**src/rtl/muldiv_pkg.sv**
```systemverilog
// muldiv_pkg: op and state encodings shared by the
// iterative multiply/divide unit and its interface.
package muldiv_pkg;

  typedef logic [1:0] md_op_t;

  localparam md_op_t MD_MULT  = 2'b00;
  localparam md_op_t MD_MULTU = 2'b01;
  localparam md_op_t MD_DIV   = 2'b10;
  localparam md_op_t MD_DIVU  = 2'b11;

  localparam logic [1:0] IDLE  = 2'd0;
  localparam logic [1:0] RUN   = 2'd1;
  localparam logic [1:0] FIXUP = 2'd2;
  localparam logic [1:0] DONE  = 2'd3;

  function automatic logic md_is_div(md_op_t op);
    return op[1];
  endfunction

  function automatic logic md_is_signed(md_op_t op);
    return ~op[0];
  endfunction

endpackage

```
**src/rtl/muldiv_if.sv**
```systemverilog
// muldiv_if: request/result bundle between the execute
// stage (master) and the mul/div unit (slave).
interface muldiv_if #(
  parameter int WIDTH = 32
) ();
  import muldiv_pkg::*;

  logic             flush;
  logic             start;
  md_op_t           op;
  logic [WIDTH-1:0] a;
  logic [WIDTH-1:0] b;
  logic             ack;
  logic             busy;
  logic             done;
  logic [WIDTH-1:0] hi;
  logic [WIDTH-1:0] lo;

  modport master (
    output flush, start, op, a, b, ack,
    input  busy, done, hi, lo
  );

  modport slave (
    input  flush, start, op, a, b, ack,
    output busy, done, hi, lo
  );

endinterface

```
**src/rtl/div_restore_step.sv**
```systemverilog
// div_restore_step: one restoring-division step on the
// {remainder, quotient} pair against the divisor.
module div_restore_step #(
  parameter int WIDTH = 32
) (
  input  logic [WIDTH-1:0] rem_i,
  input  logic [WIDTH-1:0] quo_i,
  input  logic [WIDTH-1:0] dvs_i,
  output logic [WIDTH-1:0] rem_o,
  output logic [WIDTH-1:0] quo_o
);

  logic [WIDTH:0] sh;
  logic [WIDTH:0] diff;

  // rem_i < dvs_i holds, so diff[WIDTH] is the borrow
  assign sh    = {rem_i, quo_i[WIDTH-1]};
  assign diff  = sh - {1'b0, dvs_i};
  assign rem_o = diff[WIDTH] ? sh[WIDTH-1:0]
                             : diff[WIDTH-1:0];
  assign quo_o = {quo_i[WIDTH-2:0], ~diff[WIDTH]};

endmodule

```
**src/rtl/muldiv_iter_unit.sv**
```systemverilog
// muldiv_iter_unit: iterative MULT/MULTU/DIV/DIVU engine
// with start/done/ack handshake and flush cancel.
module muldiv_iter_unit
  import muldiv_pkg::*;
#(
  parameter int WIDTH    = 32,
  parameter int MUL_STEP = 1,
  parameter int DIV_STEP = 1
) (
  input  logic    clk,
  input  logic    rst,
  muldiv_if.slave md
);

  localparam int W2 = 2 * WIDTH;
  localparam int WM = WIDTH + MUL_STEP;
  localparam int CW = $clog2(WIDTH + 1);
  localparam logic [CW-1:0] MUL_LAST =
    CW'(WIDTH / MUL_STEP - 1);
  localparam logic [CW-1:0] DIV_LAST =
    CW'(WIDTH / DIV_STEP - 1);

  logic [1:0]       state_q, state_d;
  md_op_t           op_q, op_d;
  logic             sa_q, sa_d;
  logic             sb_q, sb_d;
  logic             dz_q, dz_d;
  logic [CW-1:0]    cnt_q, cnt_d;
  logic [WIDTH-1:0] opnd_q, opnd_d;
  logic [W2-1:0]    acc_q, acc_d;
  logic [WIDTH-1:0] hi_q, hi_d;
  logic [WIDTH-1:0] lo_q, lo_d;

  logic             is_div;
  logic             a_neg;
  logic             b_neg;
  logic [WIDTH-1:0] a_abs;
  logic [WIDTH-1:0] b_abs;

  assign is_div = md_is_div(md.op);
  assign a_neg  = md_is_signed(md.op) & md.a[WIDTH-1];
  assign b_neg  = md_is_signed(md.op) & md.b[WIDTH-1];
  assign a_abs  = a_neg ? -md.a : md.a;
  assign b_abs  = b_neg ? -md.b : md.b;

  // acc = {partial high, remaining multiplier bits}
  logic [MUL_STEP-1:0] mbits;
  logic [WM-1:0]       mpart;
  logic [WM-1:0]       msum;
  logic [W2-1:0]       mul_nxt;

  assign mbits   = acc_q[MUL_STEP-1:0];
  assign mpart   = WM'(opnd_q) * WM'(mbits);
  assign msum    = WM'(acc_q[W2-1:WIDTH]) + mpart;
  assign mul_nxt = {msum, acc_q[WIDTH-1:MUL_STEP]};

  // acc = {remainder, dividend/quotient}
  for (genvar i = 0; i < DIV_STEP; i++) begin : g_div
    logic [WIDTH-1:0] rem_in, quo_in;
    logic [WIDTH-1:0] rem_out, quo_out;
    if (i == 0) begin : g_first
      assign rem_in = acc_q[W2-1:WIDTH];
      assign quo_in = acc_q[WIDTH-1:0];
    end else begin : g_next
      assign rem_in = g_div[i-1].rem_out;
      assign quo_in = g_div[i-1].quo_out;
    end
    div_restore_step #(
      .WIDTH (WIDTH)
    ) u_step (
      .rem_i (rem_in),
      .quo_i (quo_in),
      .dvs_i (opnd_q),
      .rem_o (rem_out),
      .quo_o (quo_out)
    );
  end

  logic [W2-1:0] div_nxt;
  assign div_nxt = {g_div[DIV_STEP-1].rem_out,
                    g_div[DIV_STEP-1].quo_out};

  logic [W2-1:0]    prod_fix;
  logic [WIDTH-1:0] quo_fix;
  logic [WIDTH-1:0] rem_fix;

  assign prod_fix = (sa_q ^ sb_q) ? -acc_q : acc_q;
  assign quo_fix  = (sa_q ^ sb_q) ? -acc_q[WIDTH-1:0]
                                  : acc_q[WIDTH-1:0];
  assign rem_fix  = sa_q ? -acc_q[W2-1:WIDTH]
                         : acc_q[W2-1:WIDTH];

  always_comb begin
    state_d = state_q;
    op_d    = op_q;
    sa_d    = sa_q;
    sb_d    = sb_q;
    dz_d    = dz_q;
    cnt_d   = cnt_q;
    opnd_d  = opnd_q;
    acc_d   = acc_q;
    hi_d    = hi_q;
    lo_d    = lo_q;
    if (md.flush) begin
      state_d = IDLE;
    end else begin
      unique case (state_q)
        IDLE: begin
          if (md.start) begin
            op_d   = md.op;
            sa_d   = a_neg;
            sb_d   = b_neg;
            cnt_d  = '0;
            dz_d   = is_div & (md.b == '0);
            opnd_d = is_div ? b_abs : a_abs;
            if (is_div & (md.b == '0)) begin
              // raw dividend kept for the hi result
              acc_d   = {md.a, {WIDTH{1'b1}}};
              state_d = FIXUP;
            end else begin
              acc_d   = {{WIDTH{1'b0}},
                         is_div ? a_abs : b_abs};
              state_d = RUN;
            end
          end
        end
        RUN: begin
          cnt_d = cnt_q + CW'(1);
          acc_d = md_is_div(op_q) ? div_nxt : mul_nxt;
          if (cnt_q == (md_is_div(op_q) ? DIV_LAST
                                        : MUL_LAST)) begin
            state_d = FIXUP;
          end
        end
        FIXUP: begin
          state_d = DONE;
          if (dz_q) begin
            {hi_d, lo_d} = acc_q;
          end else if (md_is_div(op_q)) begin
            hi_d = rem_fix;
            lo_d = quo_fix;
          end else begin
            {hi_d, lo_d} = prod_fix;
          end
        end
        DONE: begin
          if (md.ack) state_d = IDLE;
        end
        default: state_d = IDLE;
      endcase
    end
  end

  always_ff @(posedge clk or posedge rst) begin
    if (rst) begin
      state_q <= IDLE;
      op_q    <= '0;
      sa_q    <= 1'b0;
      sb_q    <= 1'b0;
      dz_q    <= 1'b0;
      cnt_q   <= '0;
      opnd_q  <= '0;
      acc_q   <= '0;
      hi_q    <= '0;
      lo_q    <= '0;
    end else begin
      state_q <= state_d;
      op_q    <= op_d;
      sa_q    <= sa_d;
      sb_q    <= sb_d;
      dz_q    <= dz_d;
      cnt_q   <= cnt_d;
      opnd_q  <= opnd_d;
      acc_q   <= acc_d;
      hi_q    <= hi_d;
      lo_q    <= lo_d;
    end
  end

  assign md.busy = (state_q == RUN) | (state_q == FIXUP);
  assign md.done = (state_q == DONE);
  assign md.hi   = hi_q;
  assign md.lo   = lo_q;

endmodule
```
**src/flat_wrapper.sv**
```systemverilog
// flat-port wrapper written by rule: the top's interface ports become plain ports
module muldiv_iter_unit_flat import muldiv_pkg::*;
#(
  parameter int WIDTH    = 32,
  parameter int MUL_STEP = 1,
  parameter int DIV_STEP = 1
)
  (clk, rst, md_flush, md_start, md_op, md_a, md_b, md_ack, md_busy, md_done, md_hi, md_lo);
  muldiv_if #(.WIDTH(WIDTH)) md_i ();
  input  logic clk;
  input  logic rst;
  input wire logic [$bits(md_i.flush)-1:0] md_flush;
  input wire logic [$bits(md_i.start)-1:0] md_start;
  input wire logic [$bits(md_i.op)-1:0] md_op;
  input wire logic [$bits(md_i.a)-1:0] md_a;
  input wire logic [$bits(md_i.b)-1:0] md_b;
  input wire logic [$bits(md_i.ack)-1:0] md_ack;
  output wire logic [$bits(md_i.busy)-1:0] md_busy;
  output wire logic [$bits(md_i.done)-1:0] md_done;
  output wire logic [$bits(md_i.hi)-1:0] md_hi;
  output wire logic [$bits(md_i.lo)-1:0] md_lo;
  assign md_i.flush = md_flush;
  assign md_i.start = md_start;
  assign md_i.op = md_op;
  assign md_i.a = md_a;
  assign md_i.b = md_b;
  assign md_i.ack = md_ack;
  assign md_busy = md_i.busy;
  assign md_done = md_i.done;
  assign md_hi = md_i.hi;
  assign md_lo = md_i.lo;
  muldiv_iter_unit #(.WIDTH(WIDTH), .MUL_STEP(MUL_STEP), .DIV_STEP(DIV_STEP)) u_core (.clk(clk), .rst(rst), .md(md_i));
endmodule
```
**config.mk**
```make
export PLATFORM = sky130hd
export DESIGN_NAME = muldiv_iter_unit_flat
export DESIGN_NICKNAME = d
export VERILOG_FILES = /design/src/rtl/muldiv_pkg.sv /design/src/rtl/muldiv_if.sv /design/src/rtl/div_restore_step.sv /design/src/rtl/muldiv_iter_unit.sv /design/src/flat_wrapper.sv
export SDC_FILE = /design/constraint.sdc
export NUM_CORES = 1
export LEC_CHECK = 0
export CORE_MARGIN = 2
export CORE_UTILIZATION = 59
export DETAILED_ROUTE_END_ITERATION = 16
export PLACE_DENSITY = 0.78
export SYNTH_ARGS = -nofsm -noshare
export SYNTH_HDL_FRONTEND = slang
export SYNTH_SLANG_ARGS = --single-unit
```
**constraint.sdc**
```tcl
create_clock -name clk -period 6.22 [get_ports clk]
set_input_delay 0.622 -clock clk [delete_from_list [all_inputs] [get_ports clk]]
set_output_delay 0.622 -clock clk [all_outputs]
set_load 0.02 [all_outputs]
```
==> impl_metrics.ini, run 1 <==
[critical_path]
crit_buf_inv = 1
cp_max_fo = 23
critPathTopFamily = compound AO/OA/AOI/OAI gates
cpPeakStageDelay_ps = 720
criticalPathCategory = reg -> reg
crit_chain = inv_1 > ha_1 > fa_1 > nor2b_1 > o211ai_1 > a21oi_1 > o21ai_0 > and3_1 > o21ai_1 > nand2_1 > a211o_1 > a22oi_1
worst_setup_path_start_kind = flop
slowest_stage = nand2_1
end_kind = flop
critPathRequiredTime_ps = 6570
crit_arrival_ps = 4520

[clock_tree]
cts_buffers = 17
htreeDepth = 4
numClockSinks = 172
cts_tree = built
hold_buffers = 0
root_buffer = clkbuf_16
postCtsSetupBuffers = 0
cts_resized = 0
clock_path_buffers = 2
clkTransAtPathRegs_ps = 80
clk_latency_ps = 450

[cells_and_area]
diodes = 0
drive_gt1_frac = 0.0446
final_net_count = 2174
fill_cells = 2128
syn2layout_area_growth_pct = 13.8
final_cell_count_no_fill = 2371

[global_route]
grt_max_degree = 73
grt_overflow = 0
antenna_found_initial = 0
grt_pass1_wl_microns = 81200
grt_usage = 0.392
first_global_vias = 14700

[synth]
synthFlopType = dfrtp_1
syn_nets = 2121
ys_warn_count = 0
synth.cell_area_sq_um = 15200
syn_inst = 1975
synth_edf_count = 0
syn_avg_cell_area_sq_um = 7.70
ys_async_sr_fraction = 1.00
synth_cell_types = 79
synth-seq-area-share = 0.283
ys_ff_latch = 172

[timing]
period_share = 0.670
rsz0062_at_grt = false
setup_tns_ps = 0
slew_headroom = 0.187
hold_violations = 0
tightestPinTransition_ps = 1220
max_freq_mhz = 240
skew_ps = 19.3
setup_viol = 0
report.final.slew_viol_count = 0
min_period_ps = 4170

[placement]
io_buffers = 136
dp_hpwl_microns = 39800
gp_congestion = 1.02
dp.cells = 2339

[power_and_ir_drop]
power_density_nw_per_um2 = 613
total_leakage_power_nw = 7.36
p_total_mw = 10.6
peakVddDrop_mv = 0.477

[floorplan]
die_area_sq_um = 27100
core_sq_um = 25300
die_y_microns = 165
die_w_microns = 165
io_pins = 137
fp-row-count = 58
start_util = 0.602

[drt]
wire_per_inst_microns = 22.3
drtIter0Drc = 1664
num_vias = 15700
routed_wirelength_microns = 53000
drcViolationCount = 0
postRouteAntennaNets = 0
viasPerCell = 6.62
first_pass_iters = 6

[worst_hold_path]
hold_class = reg -> reg

[job]
cap_violations = 0

[outcome]
outcome = complete, no violations
## metal layers
layer / share of wire / vias to the layer above / wire (microns) / GRT usage
met5: 0 / - / 0 / 0
met4: 0.067 / 0 / 3520 / 0.243
met3: 0.098 / 207 / 5200 / 0.0608
met2: 0.44 / 855 / 23500 / 0.614
met1: 0.39 / 7403 / 20700 / 0.510
li1: - / 7233 / - / -
## cell usage in the layout, fill, tap and decap left out, drive strengths merged, types with 13 or more instances in the layout
master,n
clkdlybuf4s50,135
nand2b,13
mux2i,53
o41ai,17
inv,71
ha,73
a21oi,186
nor3,35
xor2,86
a211oi,23
nor2,191
xnor2,87
and3,16
o31ai,25
a21o,29
nand2,249
clkbuf,17
a31oi,27
nand4,23
nand3,27
dfrtp,172
nor2b,18
o21ai,208
o211ai,20
buf,22
nor4,18
## layout make-up
cell class / count / area, sq um / share of cell area
clock buffer: 17 / 425 / 0.0246
clock inverter: 15 / 208 / 0.0120
inverter: 64 / 245 / 0.0142
multi-input combinational: 1616 / 10200 / 0.589
sequential: 172 / 4310 / 0.249
tap: 330 / 413 / 0.0238
timing repair buffer: 157 / 1510 / 0.0874
## cell families after synthesis
family	after synthesis	share of synthesized area
AND/OR/NAND/NOR	654	0.201
AO/OA/AOI/OAI	649	0.263
buffers and inverters	187	0.0471
XOR/XNOR	173	0.0996
flip-flops	172	0.283
adder cells (fa/ha/maj)	75	0.0627
multiplexers	65	0.0438
## flip-flops by register name, summed over array words and instances (netlist names)
register        cells
u_core.md.hi       32
u_core.sa_q         1
u_core.op_q         1
u_core.acc_q       64
u_core.dz_q         1
u_core.state_q      2
u_core.cnt_q        6
u_core.md.lo       32
u_core.opnd_q      32
u_core.sb_q         1
## worst register-to-register path: cells and delay by family (launching register included)
kind	cells	cell delay, ps
flip-flops	1	460
AND/OR/NAND/NOR	3	1300
adder cells (fa/ha/maj)	2	630
AO/OA/AOI/OAI	6	1600
buffers and inverters	1	110
## cells in the mapped netlist, drive strengths merged (13+ instances only)
cell / n / area [sq um]
xnor2: 87 / 762
o41ai: 17 / 164
a21o: 29 / 218
clkbuf: 98 / 368
nor3: 35 / 175
ha: 73 / 913
nand3: 27 / 135
xor2: 86 / 753
nand4: 23 / 144
o31ai: 25 / 188
o21ai: 208 / 1040
nor2: 191 / 743
nand2: 249 / 935
dfrtp: 172 / 4300
mux2i: 53 / 531
and3: 16 / 100
a21oi: 186 / 931
buf: 25 / 109
a31oi: 27 / 169
nand2b: 13 / 81.3
inv: 64 / 240
nor2b: 18 / 113
a211oi: 23 / 173
nor4: 18 / 125
o211ai: 20 / 150
## stage by stage
stage / setup slack [ps] / instance area [sq um] / util / hold WS [ps]
finish: 2050 / 17300 / 0.686 / 482
global route: 1850 / 17300 / 0.686 / 507
floorplan: 938 / 15200 / - / 450
CTS: 2140 / 17300 / 0.686 / 488
global placement: 2240 / 16700 / 0.661 / 461
detailed placement: 2150 / 16700 / 0.661 / 470
## report_power, final
part | switching (mW) | total (mW) | internal (mW) | leakage (nW)
clock network | 0.564 | 1.15 | 0.590 | 0.307
registers | 0.797 | 2.42 | 1.62 | 2.16
logic | 4.28 | 7.04 | 2.76 | 4.90
total | 5.64 | 10.6 | 4.97 | 7.36
## final timing paths
kind | start | end | cells past startpoint | slack (ps)
worst min-delay path | u_core.md.lo[16]$_DFFE_PP0P_ | u_core.md.lo[16]$_DFFE_PP0P_ | 2 | 480
worst max-delay path | u_core.acc_q[31]$_DFFE_PP0P_ | u_core.acc_q[33]$_DFFE_PP0P_ | 12 | 2050
worst min register to register | u_core.md.lo[16]$_DFFE_PP0P_ | u_core.md.lo[16]$_DFFE_PP0P_ | 2 | 480
worst max register to register | u_core.acc_q[31]$_DFFE_PP0P_ | u_core.acc_q[33]$_DFFE_PP0P_ | 12 | 2050
max in group asynchronous | rst | u_core.acc_q[49]$_DFFE_PP0P_ | 3 | 4270
min in group asynchronous | rst | u_core.md.lo[10]$_DFFE_PP0P_ | 2 | 570
Power figures use the tool's default switching activity.
==> inputs of run 2 (changes only) <==
--- a/config.mk
+++ b/config.mk
@@ -6,9 +6,9 @@
 export NUM_CORES = 1
 export LEC_CHECK = 0
 export CORE_MARGIN = 2
-export CORE_UTILIZATION = 59
+export CORE_UTILIZATION = 54
 export DETAILED_ROUTE_END_ITERATION = 16
-export PLACE_DENSITY = 0.78
+export PLACE_DENSITY = 0.76
 export SYNTH_ARGS = -nofsm -noshare
 export SYNTH_HDL_FRONTEND = slang
 export SYNTH_SLANG_ARGS = --single-unit
==> constraint.sdc (replaced) <==
create_clock -name clk -period 3.4 [get_ports clk]
set_input_delay 0.34 -clock clk [delete_from_list [all_inputs] [get_ports clk]]
set_output_delay 0.34 -clock clk [all_outputs]
set_load 0.02 [all_outputs]
==> impl_metrics.ini, run 2 (same netlist as run 1, synthesis figures left out) <==
[outcome]
outcome = complete, no violations

[critical_path]
reg2regPathDepth = 14
crit_arrival_ps = 3680
critPathRequiredTime_ps = 3740
cp_max_fo = 22
rrSetupSlack_ps = 50
reg2reg_from = u_core.acc_q[31]$_DFFE_PP0P_
worst_setup_path_start_kind = flop
criticalPathCategory = reg -> reg
r2r-end = u_core.acc_q[59]$_DFFE_PP0P_
end_kind = flop

[drt]
routed_wirelength_microns = 56400
postRouteAntennaNets = 0
drtIter0Drc = 1783
first_pass_iters = 6
viasPerCell = 6.37
num_vias = 16100
wire_per_inst_microns = 22.3
drcViolationCount = 0

[cells_and_area]
final_net_count = 2287
fill_cells = 2480
final_common_cell = nand2_1
largest_register_ff_count = 64
final_area_sq_um = 18300
largest-register = u_core.acc_q
syn2layout_area_growth_pct = 20.5
drive_gt1_frac = 0.0994
layout_common_cells = nand2_1, o21ai_0, nor2_1
fin_util = 0.660
diodes = 0

[clock_tree]
clock_path_buffers = 2
root_buffer = clkbuf_16
numClockSinks = 172
postCtsSetupBuffers = 0
cts_tree = built
clk_latency_ps = 460
clkTransAtPathRegs_ps = 80
htreeDepth = 4
cts_buffers = 17

[power_and_ir_drop]
total_leakage_power_nw = 7.93
p_total_mw = 20.8
peakVddDrop_mv = 1.12
power_density_nw_per_um2 = 1130

[timing]
max_freq_mhz = 299
setup_viol = 0
hold_violations = 0
min_period_ps = 3350
final.setup.worst_slack_ps = 51.5
rsz0062_at_grt = true
tightestPinTransition_ps = 882
period_share = 0.985
slew_headroom = 0.412
skew_ps = 13.7
report.final.slew_viol_count = 0
hold_slack_ps = 388

[global_route]
grt_overflow = 0
grt_max_degree = 100
first_global_vias = 15200
antenna_found_initial = 2
grt_pass1_wl_microns = 85500
grt_usage = 0.382

[placement]
dp_slack_ps = 27.3
gp_congestion = 1.02
io_buffers = 136
dp_hpwl_microns = 43800
dpl_cell_area_sq_um = 17700

[job]
cap_violations = 0

[floorplan]
io_pins = 137
fp-row-count = 61
start_util = 0.548
core_sq_um = 27800
die_y_microns = 172
die_w_microns = 172
die_area_sq_um = 29500

[worst_hold_path]
hold_class = in -> async
[run 2: metrics by stage]
step                TNS, ps  std cells
floorplan                 0       1975
global placement          0       2500
detailed placement        0       2500
CTS                       0       2532
global route          -38.5       2532
finish                    0       2532
[run 2: cell type report]
type / count / area, sq um / area share
clock inverter: 15 / 209 / 0.0114
sequential: 172 / 4310 / 0.235
multi-input combinational: 1616 / 10200 / 0.559
tap: 378 / 473 / 0.0258
clock buffer: 17 / 425 / 0.0232
inverter: 64 / 244 / 0.0133
timing repair buffer: 270 / 2420 / 0.132
[run 2: worst max-delay path: stages, from the launching register on]
cell	delay [ps]
dfrtp_1	370
inv_1	90
ha_1	240
fa_1	440
nor2b_2	220
o211ai_1	130
a21oi_2	220
o21ai_0	130
buf_4	180
nand3_1	120
nand3_1	200
nand2_2	180
buf_12	200
a21oi_1	100
o41ai_1	410
[run 2: timing repair]
item / in CTS / in global routing
resized for setup: 0 / 11
endpoints found under the setup margin: 0 / 30
hold buffers: 0 / 0
endpoints found under the hold margin: 0 / 0
[run 2: metal layers]
| metal | track usage | wire, microns | up-vias |
|---|---|---|---|
| met5 | 0 | 0 | - |
| met4 | 0.214 | 3380 | 0 |
| met2 | 0.627 | 25800 | 870 |
| li1 | - | - | 7461 |
| met3 | 0.0675 | 5160 | 200 |
| met1 | 0.477 | 22000 | 7603 |
[run 2: worst max path at each step]
stage | from | end | slack, ps
global placement | u_core.acc_q[32]$_DFFE_PP0P_ | u_core.acc_q[59]$_DFFE_PP0P_ | 120
finish | u_core.acc_q[31]$_DFFE_PP0P_ | u_core.acc_q[59]$_DFFE_PP0P_ | 50
global route | u_core.acc_q[31]$_DFFE_PP0P_ | u_core.acc_q[59]$_DFFE_PP0P_ | -40
CTS | u_core.acc_q[31]$_DFFE_PP0P_ | u_core.acc_q[59]$_DFFE_PP0P_ | 7
detailed placement | u_core.acc_q[32]$_DFFE_PP0P_ | u_core.acc_q[59]$_DFFE_PP0P_ | 30
floorplan | u_core.acc_q[0]$_DFFE_PP0P_ | u_core.acc_q[58]$_DFFE_PP0P_ | 400
[run 2: report_power, final]
part / internal [mW] / switching, mW
Sequential: 2.98 / 0.828
Clock: 1.19 / 0.967
Combinational: 5.98 / 8.81
Total: 10.1 / 10.6
==> inputs of run 3 (changes only) <==
--- a/config.mk
+++ b/config.mk
@@ -8,7 +8,7 @@
 export CORE_MARGIN = 2
 export CORE_UTILIZATION = 54
 export DETAILED_ROUTE_END_ITERATION = 16
-export PLACE_DENSITY = 0.76
+export PLACE_DENSITY = 0.79
 export SYNTH_ARGS = -nofsm -noshare
 export SYNTH_HDL_FRONTEND = slang
 export SYNTH_SLANG_ARGS = --single-unit
==> constraint.sdc (replaced) <==
create_clock -name clk -period 3.4 [get_ports clk]
set_input_delay 0.34 -clock clk [delete_from_list [all_inputs] [get_ports clk]]
set_output_delay 0.34 -clock clk [all_outputs]
set_load 0.05 [all_outputs]
==> impl_metrics.ini, run 3 (same netlist as run 1, synthesis figures left out) <==
[placement]
io_buffers = 136
dp_hpwl_microns = 42800
dpl_cell_area_sq_um = 17500
dp.cells = 2483
gp_congestion = 1.01

[clock_tree]
cts_tree = built
htreeDepth = 4
clock_path_buffers = 2
cts_buffers = 17
hold_buffers = 0
clk_latency_ps = 460
root_buffer = clkbuf_16
numClockSinks = 172
clkTransAtPathRegs_ps = 80

[floorplan]
start_util = 0.548
die_y_microns = 172
fp-row-count = 61
die_w_microns = 172
io_pins = 137
die_area_sq_um = 29500
core_sq_um = 27800

[timing]
period_share = 0.968
tightestPinTransition_ps = 988
hold_violations = 0
setup_tns_ps = 0
min_period_ps = 3290
slew_headroom = 0.341
max_freq_mhz = 304
report.final.slew_viol_count = 0
rsz0062_at_grt = false
skew_ps = 28.5
setup_viol = 0

[drt]
first_pass_iters = 6
num_vias = 16300
drcViolationCount = 0
viasPerCell = 6.48
drtIter0Drc = 1869
routed_wirelength_microns = 56100
postRouteAntennaNets = 0
wire_per_inst_microns = 22.3

[power_and_ir_drop]
total_leakage_power_nw = 7.85
p_switching_mw = 11.5
intPower_mw = 9.90
p_seq_frac = 0.180
combPwrFrac = 0.720
swShare = 0.537
p_total_mw = 21.4
power_density_nw_per_um2 = 1170
peakVddDrop_mv = 0.564
clkPwrFrac = 0.100

[cells_and_area]
final_net_count = 2270
final_cell_count_no_fill = 2515
syn2layout_area_growth_pct = 19.7
largest_register_ff_count = 64
diodes = 0
largest-register = u_core.acc_q
final_common_cell = nand2_1
layout_common_cells = nand2_1, o21ai_0, nor2_1
final_area_sq_um = 18200
drive_gt1_frac = 0.0941
fin_util = 0.655

[global_route]
antenna_found_initial = 0
grt_overflow = 0
grt_usage = 0.379
first_global_vias = 15400
grt_pass1_wl_microns = 85200
grt_max_degree = 173

[critical_path]
worst_setup_path_start_kind = flop
crit_arrival_ps = 3680
critPathRequiredTime_ps = 3790
cp_max_fo = 5
criticalPathCategory = reg -> reg
end_kind = flop

[outcome]
outcome = complete, no violations

[job]
cap_violations = 0

[worst_hold_path]
hold_class = in -> reg
[run 3: critical path: stages, from the launching register on]
cell and delay, ps:
dfrtp_1 420, buf_4 180, ha_1 270, nand2_1 50
o21ai_0 320, buf_4 200, a21boi_0 130, a31oi_1 370
a21oi_1 220, o31a_1 360, o311ai_0 400, a311o_1 230
a21o_1 110
[run 3: path summary, 6_finish.rpt]
kind                                              start                            to  slack, ps  depth (start not counted)
setup / recovery           u_core.acc_q[32]$_DFFE_PP0P_  u_core.acc_q[61]$_DFFE_PP0P_        110                         12
hold / removal                                 md_op[1]  u_core.acc_q[28]$_DFFE_PP0P_        470                          3
setup reg to reg           u_core.acc_q[32]$_DFFE_PP0P_  u_core.acc_q[61]$_DFFE_PP0P_        110                         12
hold reg to reg            u_core.md.lo[17]$_DFFE_PP0P_  u_core.md.lo[17]$_DFFE_PP0P_        480                          2
max in group asynchronous                           rst  u_core.acc_q[47]$_DFFE_PP0P_       2150                          3
min in group asynchronous                           rst  u_core.md.lo[20]$_DFFE_PP0P_        500                          3
[run 3: cell type report]
cell class	count	area [sq um]
Clock buffer	17	425
Clock inverter	15	210
Fill cell	2477	9580
Inverter	64	244
Multi-Input combinational cell	1616	10300
Sequential cell	172	4310
Tap cell	378	473
Timing Repair Buffer	253	2280
[run 3: what timing repair did]
item,CTS,global route
endpoints found under the setup margin,1,14
cloned,0,0
buffers inserted,0,0
resized for setup,1,16
[run 3: power groups by stage]
stage	Combinational (mW)	Clock, mW	Sequential, mW
global route	16.5	2.22	3.95
floorplan	8.92	0	4.86
finish	15.4	2.14	3.86
detailed placement	14.9	0	3.85
CTS	15.0	2.14	3.81
global placement	14.7	0	3.81
[run 3: metrics by stage]
stage               hold slack [ps]  worst slack (ps)
floorplan                       403               402
global placement                463             -88.2
detailed placement              469             -37.0
CTS                             459              75.7
global route                    500              10.3
finish                          465               107
[run 3: routing by layer]
metal / share of wire / GRT usage / wire (microns)
met5: 0 / 0 / 0
met2: 0.45 / 0.605 / 25200
met1: 0.39 / 0.481 / 21900
met3: 0.10 / 0.0719 / 5610
met4: 0.061 / 0.217 / 3440
